**src/rtl/ddr_tip_pkg.sv**
```systemverilog
// Shared types and defaults for the DDR training/monitor (TIP) blocks.
package ddr_tip_pkg;

  typedef enum logic [2:0] {
    ST_IDLE     = 3'd0,
    ST_WAIT_WIN = 3'd1,
    ST_REQ      = 3'd2,
    ST_LOAD     = 3'd3,
    ST_SETTLE   = 3'd4,
    ST_RELEASE  = 3'd5
  } dll_upd_state_t;

  localparam int DEF_ACK_TIMEOUT   = 64;
  localparam int DEF_LOAD_WIDTH    = 2;
  localparam int DEF_SETTLE_CYCLES = 16;
  localparam int DEF_LOCK_TIMEOUT  = 256;

  function automatic int max_of4(input int a, input int b, input int c, input int d);
    int m;
    m = a;
    if (b > m) m = b;
    if (c > m) m = c;
    if (d > m) m = d;
    return m;
  endfunction

endpackage

```
**src/rtl/dll_upd_timer.sv**
```systemverilog
// Shared phase timer: cleared on every state entry, counts up and holds at
// all-ones. o_tc flags the cycle that completes i_limit cycles in the state,
// so a transition taken on o_tc leaves exactly i_limit cycles spent there.
module dll_upd_timer #(
  parameter int CNT_W = 9
) (
  input  logic             i_clk,
  input  logic             i_rst,
  input  logic             i_clear,
  input  logic [CNT_W-1:0] i_limit,
  output logic [CNT_W-1:0] o_count,
  output logic             o_tc
);

  logic [CNT_W-1:0] r_count;
  logic [CNT_W-1:0] w_last;

  assign w_last  = i_limit - CNT_W'(1);
  assign o_tc    = (r_count >= w_last);
  assign o_count = r_count;

  // count cycles since the last clear, never wrapping
  always_ff @(posedge i_clk or posedge i_rst) begin
    if (i_rst) begin
      r_count <= '0;
    end else if (i_clear) begin
      r_count <= '0;
    end else if (r_count != '1) begin
      r_count <= r_count + CNT_W'(1);
    end
  end

endmodule

```
**src/rtl/dll_code_update_seq.sv**
```systemverilog
// DLL code-update responder: waits for a refresh window, runs the DFI
// ctrlupd handshake, strobes the DLL load, waits for settle/lock, releases.
//
// state    | meaning
// IDLE     | no request in progress
// WAIT_WIN | request seen, waiting for a controller refresh/idle slot
// REQ      | ctrlupd_req high, waiting for PHY ack (bounded)
// LOAD     | dll_load strobe high for LOAD_WIDTH cycles
// SETTLE   | waiting minimum settle time then dll_lock (bounded)
// RELEASE  | req dropped, waiting for ack low before reporting
module dll_code_update_seq
  import ddr_tip_pkg::*;
#(
  parameter int ACK_TIMEOUT   = DEF_ACK_TIMEOUT,
  parameter int LOAD_WIDTH    = DEF_LOAD_WIDTH,
  parameter int SETTLE_CYCLES = DEF_SETTLE_CYCLES,
  parameter int LOCK_TIMEOUT  = DEF_LOCK_TIMEOUT
) (
  input  logic i_sclk,
  input  logic i_reset,
  input  logic i_code_update,
  input  logic i_refresh_window,
  output logic o_dfi_ctrlupd_req,
  input  logic i_dfi_ctrlupd_ack,
  output logic o_dll_load,
  input  logic i_dll_lock,
  output logic o_update_busy,
  output logic o_update_done,
  output logic o_update_err
);

  localparam int CNT_MAX = max_of4(ACK_TIMEOUT, LOAD_WIDTH, SETTLE_CYCLES, LOCK_TIMEOUT);
  localparam int CNT_W   = $clog2(CNT_MAX) + 1;

  dll_upd_state_t   r_state;
  dll_upd_state_t   w_next_state;
  logic             r_err;
  logic             w_err_next;
  logic             w_clear;
  logic [CNT_W-1:0] w_limit;
  logic [CNT_W-1:0] w_count;
  logic             w_tc;
  logic             w_settled;
  logic             w_req_d;
  logic             w_load_d;
  logic             w_busy_d;
  logic             w_done_d;
  logic             w_uerr_d;

  // restart the timer whenever the state changes
  assign w_clear   = (w_next_state != r_state);
  assign w_settled = (w_count >= CNT_W'(SETTLE_CYCLES - 1));

  // terminal count follows whichever bound the current state uses
  always_comb begin
    w_limit = CNT_W'(ACK_TIMEOUT);
    case (r_state)
      ST_LOAD:   w_limit = CNT_W'(LOAD_WIDTH);
      ST_SETTLE: w_limit = CNT_W'(LOCK_TIMEOUT);
      default:   w_limit = CNT_W'(ACK_TIMEOUT);
    endcase
  end

  dll_upd_timer #(
    .CNT_W(CNT_W)
  ) u_timer (
    .i_clk   (i_sclk),
    .i_rst   (i_reset),
    .i_clear (w_clear),
    .i_limit (w_limit),
    .o_count (w_count),
    .o_tc    (w_tc)
  );

  // state, error flag and registered outputs
  always_ff @(posedge i_sclk or posedge i_reset) begin
    if (i_reset) begin
      r_state           <= ST_IDLE;
      r_err             <= 1'b0;
      o_dfi_ctrlupd_req <= 1'b0;
      o_dll_load        <= 1'b0;
      o_update_busy     <= 1'b0;
      o_update_done     <= 1'b0;
      o_update_err      <= 1'b0;
    end else begin
      r_state           <= w_next_state;
      r_err             <= w_err_next;
      o_dfi_ctrlupd_req <= w_req_d;
      o_dll_load        <= w_load_d;
      o_update_busy     <= w_busy_d;
      o_update_done     <= w_done_d;
      o_update_err      <= w_uerr_d;
    end
  end

  // transitions; ack wins over the ack timeout, lock wins over the lock timeout
  always_comb begin
    w_next_state = r_state;
    w_err_next   = r_err;
    case (r_state)
      ST_IDLE: begin
        w_err_next = 1'b0;
        if (i_code_update) w_next_state = ST_WAIT_WIN;
      end
      ST_WAIT_WIN: begin
        if (!i_code_update)        w_next_state = ST_IDLE;
        else if (i_refresh_window) w_next_state = ST_REQ;
      end
      ST_REQ: begin
        if (i_dfi_ctrlupd_ack) w_next_state = ST_LOAD;
        else if (w_tc)         w_next_state = ST_IDLE;
      end
      ST_LOAD: begin
        if (w_tc) w_next_state = ST_SETTLE;
      end
      ST_SETTLE: begin
        if (w_settled && i_dll_lock) begin
          w_next_state = ST_RELEASE;
        end else if (w_tc) begin
          w_next_state = ST_RELEASE;
          w_err_next   = 1'b1;
        end
      end
      ST_RELEASE: begin
        if (!i_dfi_ctrlupd_ack) w_next_state = ST_IDLE;
      end
      default: begin
        w_next_state = ST_IDLE;
        w_err_next   = 1'b0;
      end
    endcase
  end

  // next output values, decoded from the transition being taken
  always_comb begin
    w_req_d  = (w_next_state == ST_REQ) || (w_next_state == ST_LOAD) ||
               (w_next_state == ST_SETTLE);
    w_load_d = (w_next_state == ST_LOAD);
    w_busy_d = (w_next_state != ST_IDLE);
    w_done_d = (r_state == ST_RELEASE) && (w_next_state == ST_IDLE) && !r_err;
    w_uerr_d = ((r_state == ST_REQ) && (w_next_state == ST_IDLE)) ||
               ((r_state == ST_RELEASE) && (w_next_state == ST_IDLE) && r_err);
  end

endmodule
```
**config.mk**
```make
export PLATFORM = sky130hd
export DESIGN_NAME = dll_code_update_seq
export DESIGN_NICKNAME = d
export VERILOG_FILES = /design/src/rtl/ddr_tip_pkg.sv /design/src/rtl/dll_upd_timer.sv /design/src/rtl/dll_code_update_seq.sv
export SDC_FILE = /design/constraint.sdc
export NUM_CORES = 1
export LEC_CHECK = 0
export CORE_UTILIZATION = 62
export DETAILED_ROUTE_END_ITERATION = 10
export PLACE_DENSITY = 0.93
export SKIP_CTS_REPAIR_TIMING = 1
export SYNTH_ARGS = -nofsm -noshare
export SYNTH_HDL_FRONTEND = slang
export SYNTH_HIERARCHICAL = 1
export SYNTH_SLANG_ARGS = --single-unit
```
**constraint.sdc**
```tcl
create_clock -name i_sclk -period 5.4 [get_ports i_sclk]
set_input_delay 0.54 -clock i_sclk [delete_from_list [all_inputs] [get_ports i_sclk]]
set_output_delay 0.54 -clock i_sclk [all_outputs]
set_load 0.01 [all_outputs]
```
==> results of run 1 <==
==> per-stage QoR <==
step | setup WS (ns) | util (%) | cell area, µm² | power [mW]
after floorplan | 1.75 | - | 1410 | 0.424
after global placement | 1.23 | 74.9 | 1500 | 0.457
after detailed placement | 0.918 | 74.9 | 1500 | 0.474
after CTS | 0.941 | 76.8 | 1540 | 0.553
after global routing | 0.574 | 76.8 | 1540 | 0.598
final | 0.868 | 76.8 | 1540 | 0.553
==> state kept, by name (all words and copies together) (netlist names) <==
| name | count |
|---|---|
| r_err | 1 |
| o_dfi_ctrlupd_req | 1 |
| o_update_err | 1 |
| o_update_busy | 1 |
| u_timer/o_count | 9 |
| o_dll_load | 1 |
| r_state | 3 |
| o_update_done | 1 |
==> power by group <==
part | switching [mW] | internal, mW | total (mW)
Combinational | 0.150 | 0.113 | 0.264
Sequential | 0.0448 | 0.165 | 0.210
Clock | 0.0375 | 0.0410 | 0.0785
==> kinds of logic (layout without fill, tap and decap cells) <==
kind of cell	after synthesis	after routing
DFF	18	18
other	1	16
muxes	2	2
buffers and inverters	13	22
and+or+nand+nor	61	61
xor gates and xnor gates	13	13
AOI/OAI and AO/OA	24	24
adders and majority gates	12	12
==> critical path, stage by stage (launching register included) <==
cell,delay [ns]
dfrtp_1,0.53
nor3b_1,0.47
nor2_1,0.19
nor4_2,0.34
xnor2_1,0.12
ha_1,0.30
nand4_1,0.09
o21ai_0,0.78
o21ai_0,0.26
o221ai_2,0.34
a211o_1,0.44
nor2b_4,0.09
nor3_1,0.25
xnor2_1,0.15
nor2_1,0.06
==> cell usage in the layout, fill, tap and decap left out, types with 2 or more instances in the layout <==
| cell | synthesis | layout |
|---|---|---|
| nor2_1 | 20 | 20 |
| dfrtp_1 | 18 | 18 |
| conb_1 | 1 | 16 |
| ha_1 | 12 | 12 |
| clkdlybuf4s50_1 | 0 | 10 |
| xnor2_1 | 9 | 9 |
| inv_1 | 8 | 8 |
| nand2_1 | 6 | 6 |
| o21ai_0 | 5 | 5 |
| nor2b_1 | 4 | 4 |
| a21oi_1 | 4 | 4 |
| nor3_1 | 4 | 4 |
| xor2_1 | 4 | 4 |
| nand2b_1 | 3 | 3 |
| and2b_2 | 3 | 3 |
| a31oi_1 | 3 | 3 |
| clkbuf_4 | 0 | 3 |
| nand3_1 | 3 | 3 |
| nor3b_1 | 2 | 2 |
| a32oi_1 | 2 | 2 |
| or3_1 | 2 | 2 |
| a21o_1 | 2 | 2 |
| nor4_1 | 2 | 2 |
| nand4_1 | 2 | 2 |
| mux2i_1 | 2 | 2 |
==> routing by layer <==
metal	track usage (%)	share of wire, %	wire, µm	up-vias
met2	44.0	51	1340	34
met5	0	0	0	-
met4	11.3	1.5	41	0
li1	-	-	-	545
met3	3.74	4.3	114	6
met1	32.5	43	1150	496
==> worst max path at each step <==
stage	from	to	slack [ns]	cells past startpoint
2_1_floorplan	r_state[1]$_DFF_PP0_	u_timer/o_count[3]$_DFFE_PP0P_	1.75	15
3_3_place_gp	r_state[0]$_DFF_PP0_	u_timer/o_count[7]$_DFFE_PP0P_	1.23	14
3_5_place_dp	r_state[0]$_DFF_PP0_	u_timer/o_count[7]$_DFFE_PP0P_	0.92	17
4_1_cts	r_state[0]$_DFF_PP0_	u_timer/o_count[7]$_DFFE_PP0P_	0.94	14
5_1_grt	r_state[0]$_DFF_PP0_	u_timer/o_count[5]$_DFFE_PP0P_	0.57	17
6_report	r_state[0]$_DFF_PP0_	u_timer/o_count[5]$_DFFE_PP0P_	0.87	14
==> area by class of cell <==
cell class | instances | area [µm²]
Multi-Input combinational cell | 128 | 886
Fill cell | 146 | 465
Sequential cell | 18 | 450
Timing Repair Buffer | 10 | 100
Clock buffer | 4 | 36.3
Tap cell | 27 | 33.8
Inverter | 8 | 30.0
==> flow_metrics.py, run 1 <==
metrics = {
    "yosys": {
        "synth_common_cells": "20 x nor2_1, 18 x dfrtp_1, 12 x ha_1, 9 x xnor2_1, 8 x inv_1",
        "syn_area_per_cell_um2": 9.42,
        "synth_flop_cell": "dfrtp_1",
        "ys_types": 44,
        "synth_compound_area_share_pct": 12.6,
        "synthMuxAreaShare_pct": 1.48,
        "synthArstFlopShare_pct": 100,
        "synthSimpleGateAreaFrac_pct": 27.3,
        "synthAdderAreaFrac_pct": 11.1,
        "synth_top_family_by_area": "simple AND/OR/NAND/NOR gates",
        "synth_warnings": 6,
        "yosysSeqAreaShare_pct": 33.2,
        "synth_largest_area_cell": "dfrtp_1",
        "yosys.area.top_type_share_pct": 33.2,
        "post_synth_xor_area_fraction_pct": 8.39,
        "synth_cells": 144,
        "synth-edff-count": 0,
        "synth_seq_cells": 18,
        "syn_area_um2": 1360,
        "synthTopCellsByArea": "dfrtp_1 33%, ha_1 11%, xnor2_1 5.8%",
        "yosysMostFrequentCell": "nor2_1",
    },
    "detailed_routing": {
        "routedWlPerCell_um": 13.6,
        "drtIter0Drc": 29,
        "via_count": 1081,
        "route.detailed.drc": 0,
        "ant_nets": 0,
        "viasPerCell": 5.54,
        "drt_first_pass_iters": 4,
        "wirelength_mm": 2.65,
    },
    "power": {
        "p_per_area_nw_per_um2": 360,
        "p_leak_nw": 0.693,
        "ir_drop_mv": 0.255,
    },
    "place": {
        "placed_cells": 191,
        "dp_hpwl_mm": 2.15,
        "routabilityCongestion": 0.863,
        "io_buffers": 10,
    },
    "job": {
        "drv_cap": 0,
    },
    "timing": {
        "finalSetupViolations": 0,
        "fin_crit_sh_pct": 83.9,
        "clock_skew_ns": 0.00297,
        "fin_crit_ns": 4.53,
        "worst_slew_pin_slew_ns": 0.977,
        "tns_ns": 0,
        "slew_headroom_pct": 34.2,
        "fmaxAchievable_mhz": 221,
        "hold_viol": 0,
        "finalMaxSlewViolations": 0,
        "holdWs_ns": 0.537,
        "grt_setup_unrepaired": "false",
    },
    "clock_tree": {
        "cts_made_buffers": 3,
        "clock_sinks": 18,
        "root_buffer": "clkbuf_4",
        "clk-insertion-delay-late_ns": 0.28,
        "htreeDepth": 1,
        "clk_pin_slew_ns": 0.10,
        "cts_tree": "yes",
        "clockBufferDepth": 2,
    },
    "layout": {
        "nets": 187,
        "finalNonFillerCells": 195,
        "drive_above_1_share_pct": 9.52,
        "diodes": 0,
        "syn2layout_area_growth_pct": 13.3,
    },
    "floorplan": {
        "fp.dieW_um": 48.8,
        "start_util_pct": 67.8,
        "core_um2": 2000,
        "std_cell_rows": 16,
        "die_h_um": 48.8,
        "die_area_um2": 2380,
        "ioPinCount": 11,
    },
    "global_routing": {
        "grt_antenna_before_repair": 0,
        "grt_max_degree": 15,
        "grt_overflow": 0,
        "grt_pass1_wl_mm": 4.64,
        "track_usage_pct": 25.8,
        "grt_pass1_vias": 1063,
    },
    "critical_path": {
        "start_kind": "flop",
        "worst_ep_required_time_ns": 5.56,
        "cp_data_arrival_time_ns": 4.69,
        "reg2reg_depth": 14,
        "reg2reg_from": "r_state[0]$_DFF_PP0_",
        "worstPathMaxFanout": 14,
        "crit_type": "reg2reg",
        "r2r-end": "u_timer/o_count[5]$_DFFE_PP0P_",
        "cp-end-kind": "flop",
        "worst-r2r-setup-slack_ns": 0.87,
    },
    "outcome": {
        "status": "finished, final reports clean",
    },
    "hold_path": {
        "hp-class": "in2async",
    },
}
Power figures use the tool's default switching activity.
==> run 2: changes to the inputs <==
CORE_UTILIZATION = 57   (was 62)
PLACE_DENSITY = 0.87   (was 0.93)
clock period = 4.7 ns   (was 5.4 ns; I/O delays follow)
==> run 2 against run 1 <==
Against the previous run: maximum frequency increased by 9.4%; first-iteration DRC count increased by 24%; critical path depth grew 2; worst hold slack worse by 0.076 ns; clock power increased by 23%; via count is 1.8% higher; clock skew rose by 0.0022 ns; design area barely moved; non-clock buffer count is the same; clock-buffer cell count unchanged; wire length decreased by 3.2%; die area grew 8.4%; highest routed layer unchanged.
==> flow_metrics.py, run 2 (same netlist as run 1, synthesis figures left out) <==
metrics = {
    "global_routing": {
        "grt_pass1_wl_mm": 4.49,
        "grt_antenna_before_repair": 0,
        "grt_overflow": 0,
        "track_usage_pct": 23.2,
        "grt_max_degree": 15,
        "grt_pass1_vias": 1110,
    },
    "timing": {
        "fmaxAchievable_mhz": 241,
        "worst_slew_pin_slew_ns": 0.596,
        "slew_headroom_pct": 60.0,
        "finalSetupViolations": 0,
        "holdWs_ns": 0.461,
        "clock_skew_ns": 0.00516,
        "tns_ns": 0,
        "fin_crit_sh_pct": 88.1,
        "fin_crit_ns": 4.14,
        "grt_setup_unrepaired": "false",
        "hold_viol": 0,
        "finalMaxSlewViolations": 0,
    },
    "critical_path": {
        "critPathLaunch": "r_state[0]$_DFF_PP0_",
        "worstPathMaxFanout": 14,
        "cp_data_arrival_time_ns": 4.37,
        "worst-r2r-setup-slack_ns": 0.56,
        "r2r-end": "u_timer/o_count[3]$_DFFE_PP0P_",
        "worst_ep_required_time_ns": 4.92,
        "start_kind": "flop",
        "reg2reg_depth": 16,
        "cp-end-kind": "flop",
        "reg2reg_from": "r_state[0]$_DFF_PP0_",
        "crit_type": "reg2reg",
    },
    "power": {
        "p_int_mw": 0.367,
        "switching_power_mw": 0.266,
        "power_frac_clock_pct": 15.2,
        "p_leak_nw": 0.693,
        "combPwrFrac_pct": 46.3,
        "switching_share_pct": 42.1,
        "ir_drop_mv": 0.315,
        "power_mw": 0.634,
        "p_per_area_nw_per_um2": 412,
        "seqPwrFrac_pct": 38.5,
    },
    "place": {
        "io_buffers": 10,
        "routabilityCongestion": 0.851,
        "dp_hpwl_mm": 2.09,
        "placed_area_um2": 1500,
    },
    "detailed_routing": {
        "ant_nets": 0,
        "drtIter0Drc": 36,
        "routedWlPerCell_um": 13.1,
        "viasPerCell": 5.61,
        "route.detailed.drc": 0,
        "wirelength_mm": 2.56,
        "via_count": 1100,
        "drt_first_pass_iters": 4,
    },
    "clock_tree": {
        "clock_sinks": 18,
        "clk_pin_slew_ns": 0.11,
        "cts_made_buffers": 3,
        "clockBufferDepth": 2,
        "root_buffer": "clkbuf_4",
        "htreeDepth": 1,
        "clk-insertion-delay-late_ns": 0.30,
        "cts_tree": "yes",
    },
    "layout": {
        "drive_above_1_share_pct": 9.52,
        "largest_reg_flops": 9,
        "final_cell_area_um2": 1540,
        "final_common_cell": "nor2_1",
        "diodes": 0,
        "nets": 187,
        "most-common-layout-cells": "20 x nor2_1, 18 x dfrtp_1, 16 x conb_1",
        "syn2layout_area_growth_pct": 13.4,
    },
    "floorplan": {
        "die_area_um2": 2580,
        "std_cell_rows": 17,
        "start_util_pct": 60.7,
        "core_um2": 2230,
        "die_h_um": 50.8,
        "fp.dieW_um": 50.8,
        "ioPinCount": 11,
    },
    "hold_path": {
        "hp-class": "in2async",
    },
    "outcome": {
        "status": "finished, final reports clean",
    },
    "job": {
        "drv_cap": 0,
    },
}
[run 2: changes by cell type in the layout (fill, tap and decap cells not counted)]
cell	before	now
o21ai_0	5	4
o21ai_1	0	1
[run 2: power groups by stage]
stage / clock network, mW / logic (mW) / registers, mW
finish: 0.0962 / 0.294 / 0.244
global route: 0.102 / 0.334 / 0.250
CTS: 0.0982 / 0.293 / 0.244
detailed placement: 0 / 0.292 / 0.247
global placement: 0 / 0.280 / 0.242
floorplan: 0 / 0.261 / 0.227
[run 2: through the flow]
stage / util, % / std cells / setup slack, ns
finish: 68.9 / 196 / 0.557
global route: 68.9 / 196 / 0.220
CTS: 68.9 / 196 / 0.334
detailed placement: 67.2 / 192 / 0.350
global placement: 67.2 / 192 / 0.572
floorplan: - / 159 / 1.05
[run 2: layer usage]
metal  vias to the layer above  routed length [µm]  GRT usage, %
li1                        543                   -             -
met1                       507                1070          25.6
met2                        46                1310          42.0
met3                         4                 162          5.76
met4                         0                  17          9.26
met5                         -                   0             0
[run 2: area by class of cell]
type                            instances  area, µm²
Timing Repair Buffer                   10        100
Tap cell                               28       35.0
Sequential cell                        18        450
Multi-Input combinational cell        128        886
Fill cell                             181        696
Inverter                                8       30.0
Clock buffer                            4       36.3
[run 2: worst max-delay path, stage by stage (launching register included)]
cell and delay [ns]:
dfrtp_1 0.60, inv_1 0.15, nor2_1 0.21, inv_1 0.09, ha_1 0.22, nand3_1 0.11
nor3_1 0.06, xnor2_1 0.13, ha_1 0.33, nand4_1 0.10, o21ai_1 0.50, o21ai_0 0.23
o221ai_2 0.32, a211o_1 0.41, nor2b_4 0.08, or3_1 0.35, a21oi_1 0.16
[run 2: how the worst max path moves through the flow]
stage / endpoint / depth (start not counted) / slack [ns]
floorplan: u_timer/o_count[3]$_DFFE_PP0P_ / 15 / 1.05
global placement: u_timer/o_count[3]$_DFFE_PP0P_ / 13 / 0.57
detailed placement: u_timer/o_count[7]$_DFFE_PP0P_ / 17 / 0.35
CTS: u_timer/o_count[3]$_DFFE_PP0P_ / 16 / 0.33
global route: u_timer/o_count[5]$_DFFE_PP0P_ / 17 / 0.22
finish: u_timer/o_count[3]$_DFFE_PP0P_ / 16 / 0.56
==> run 3: changes to the inputs <==
CORE_MARGIN = 2   (was default)
REMOVE_ABC_BUFFERS = 1   (was default)
==> run 3 against run 2 <==
Against the previous run: design area up 0.49%; clock power down 2.3%; clock-buffer cell count stayed put; largest cell class unchanged.
==> flow_metrics.py, run 3 (same netlist as run 1, synthesis figures left out) <==
metrics = {
    "outcome": {
        "status": "finished, final reports clean",
    },
    "layout": {
        "finalNonFillerCells": 197,
        "drive_above_1_share_pct": 10.1,
        "final_cell_area_um2": 1550,
        "syn2layout_area_growth_pct": 13.9,
        "most-common-layout-cells": "20 x nor2_1, 18 x dfrtp_1, 16 x conb_1",
        "final_util_pct": 69.2,
        "final_common_cell": "nor2_1",
        "largest_reg_flops": 9,
        "diodes": 0,
        "multi_input_area_um2": 886,
        "area.sequential_um2": 450,
        "nets": 188,
        "nFillCells": 176,
    },
    "clock_tree": {
        "root_buffer": "clkbuf_4",
        "htreeDepth": 1,
        "cts_made_buffers": 3,
        "clockBufferDepth": 2,
        "clk_pin_slew_ns": 0.10,
        "clock_sinks": 18,
        "cts_tree": "yes",
        "clk-insertion-delay-late_ns": 0.29,
    },
    "detailed_routing": {
        "wirelength_mm": 2.60,
        "routedWlPerCell_um": 13.2,
        "maxUsedRoutingLayer": "met4",
        "drtIter0Drc": 14,
        "m1WireLength_mm": 1.06,
        "drt_first_pass_iters": 4,
        "via_count": 1096,
        "wl_met3_um": 98,
        "route.detailed.drc": 0,
        "met2_length_mm": 1.42,
        "ant_nets": 0,
        "viasPerCell": 5.56,
    },
    "place": {
        "io_buffers": 10,
        "pre_cts_slack_ns": 0.504,
        "routabilityCongestion": 0.747,
        "placed_area_um2": 1510,
        "placed_cells": 193,
        "dp_hpwl_mm": 2.11,
    },
    "critical_path": {
        "cp_slowest_cell": "dfrtp_1",
        "worst_ep_required_time_ns": 4.87,
        "path_cells": "inv_1, nor2_1, inv_1, ha_1, nand3_1, nor3_1, xnor2_1, ha_1, nand4_1, o21ai_0, buf_4, nor2b_1, o21ai_2, o221ai_2, a211o_1, nor2b_4, nor3_1, xnor2_1, nor2_1",
        "crit_family": "compound AO/OA/AOI/OAI gates",
        "worstPathMaxFanout": 14,
        "crit_type": "reg2reg",
        "start_kind": "flop",
        "crit_buf_inv": 3,
        "cp-end-kind": "flop",
        "cp_data_arrival_time_ns": 4.42,
        "cpPeakStageDelay_ns": 0.58,
    },
    "power": {
        "p_per_area_nw_per_um2": 413,
        "ir_drop_mv": 0.291,
        "p_leak_nw": 0.699,
        "power_mw": 0.637,
    },
    "floorplan": {
        "die_area_um2": 2790,
        "die_h_um": 52.8,
        "fp.dieW_um": 52.8,
        "ioPinCount": 11,
        "std_cell_rows": 17,
        "start_util_pct": 60.7,
        "core_um2": 2230,
    },
    "timing": {
        "grt_setup_unrepaired": "false",
        "fin_crit_sh_pct": 90.4,
        "fin_crit_ns": 4.25,
        "clock_skew_ns": 0.000788,
        "finalSetupViolations": 0,
        "hold_viol": 0,
        "tns_ns": 0,
        "holdWs_ns": 0.461,
        "finalMaxSlewViolations": 0,
        "fmaxAchievable_mhz": 235,
        "finalWorstSetupSlack_ns": 0.449,
    },
    "job": {
        "drv_cap": 0,
    },
    "hold_path": {
        "hp-class": "in2async",
    },
    "global_routing": {
        "grt_antenna_before_repair": 0,
        "grt_overflow": 0,
        "grt_pass1_wl_mm": 4.44,
        "grt_max_degree": 15,
        "grt_pass1_vias": 1093,
        "track_usage_pct": 21.6,
    },
}
run 3: worst reg2reg max path, delay by kind of cell (launching register included):
family | cells | cell delay [ns]
compound gates | 4 | 1.29
xor+xnor | 2 | 0.28
fa+ha+maj | 2 | 0.55
buf+inv | 3 | 0.48
flops | 1 | 0.58
simple gates | 8 | 0.94
run 3: final timing paths:
check / start / slack (ns) / endpoint / depth (start not counted)
max: r_state[0]$_DFF_PP0_ / 0.45 / u_timer/o_count[7]$_DFFE_PP0P_ / 19
min: i_reset / 0.46 / o_update_done$_DFF_PP0_ / 2
max reg2reg: r_state[0]$_DFF_PP0_ / 0.45 / u_timer/o_count[7]$_DFFE_PP0P_ / 19
min reg2reg: r_err$_DFFE_PP0P_ / 0.59 / r_err$_DFFE_PP0P_ / 2
max in group asynchronous: i_reset / 3.99 / u_timer/o_count[8]$_DFFE_PP0P_ / 2
min in group i_sclk: r_err$_DFFE_PP0P_ / 0.59 / r_err$_DFFE_PP0P_ / 2
run 3: where the power goes:
group	switching (mW)	internal [mW]	leakage, nW
sequential	0.0504	0.190	0.232
combinational	0.172	0.131	0.446
clock	0.0468	0.0471	0.0210
total	0.269	0.368	0.699
run 3: cell type report:
class,count,share of cell area (%)
multi-input combinational,128,57.3
sequential,18,29.1
timing repair buffer,11,6.96
clock buffer,4,2.35
tap,28,2.27
inverter,8,1.94
run 3: routing by layer:
metal | track usage, % | vias up
met3 | 5.14 | 4
met2 | 41.9 | 24
met1 | 22.6 | 520
li1 | - | 548
met4 | 5.98 | 0
met5 | 0 | -
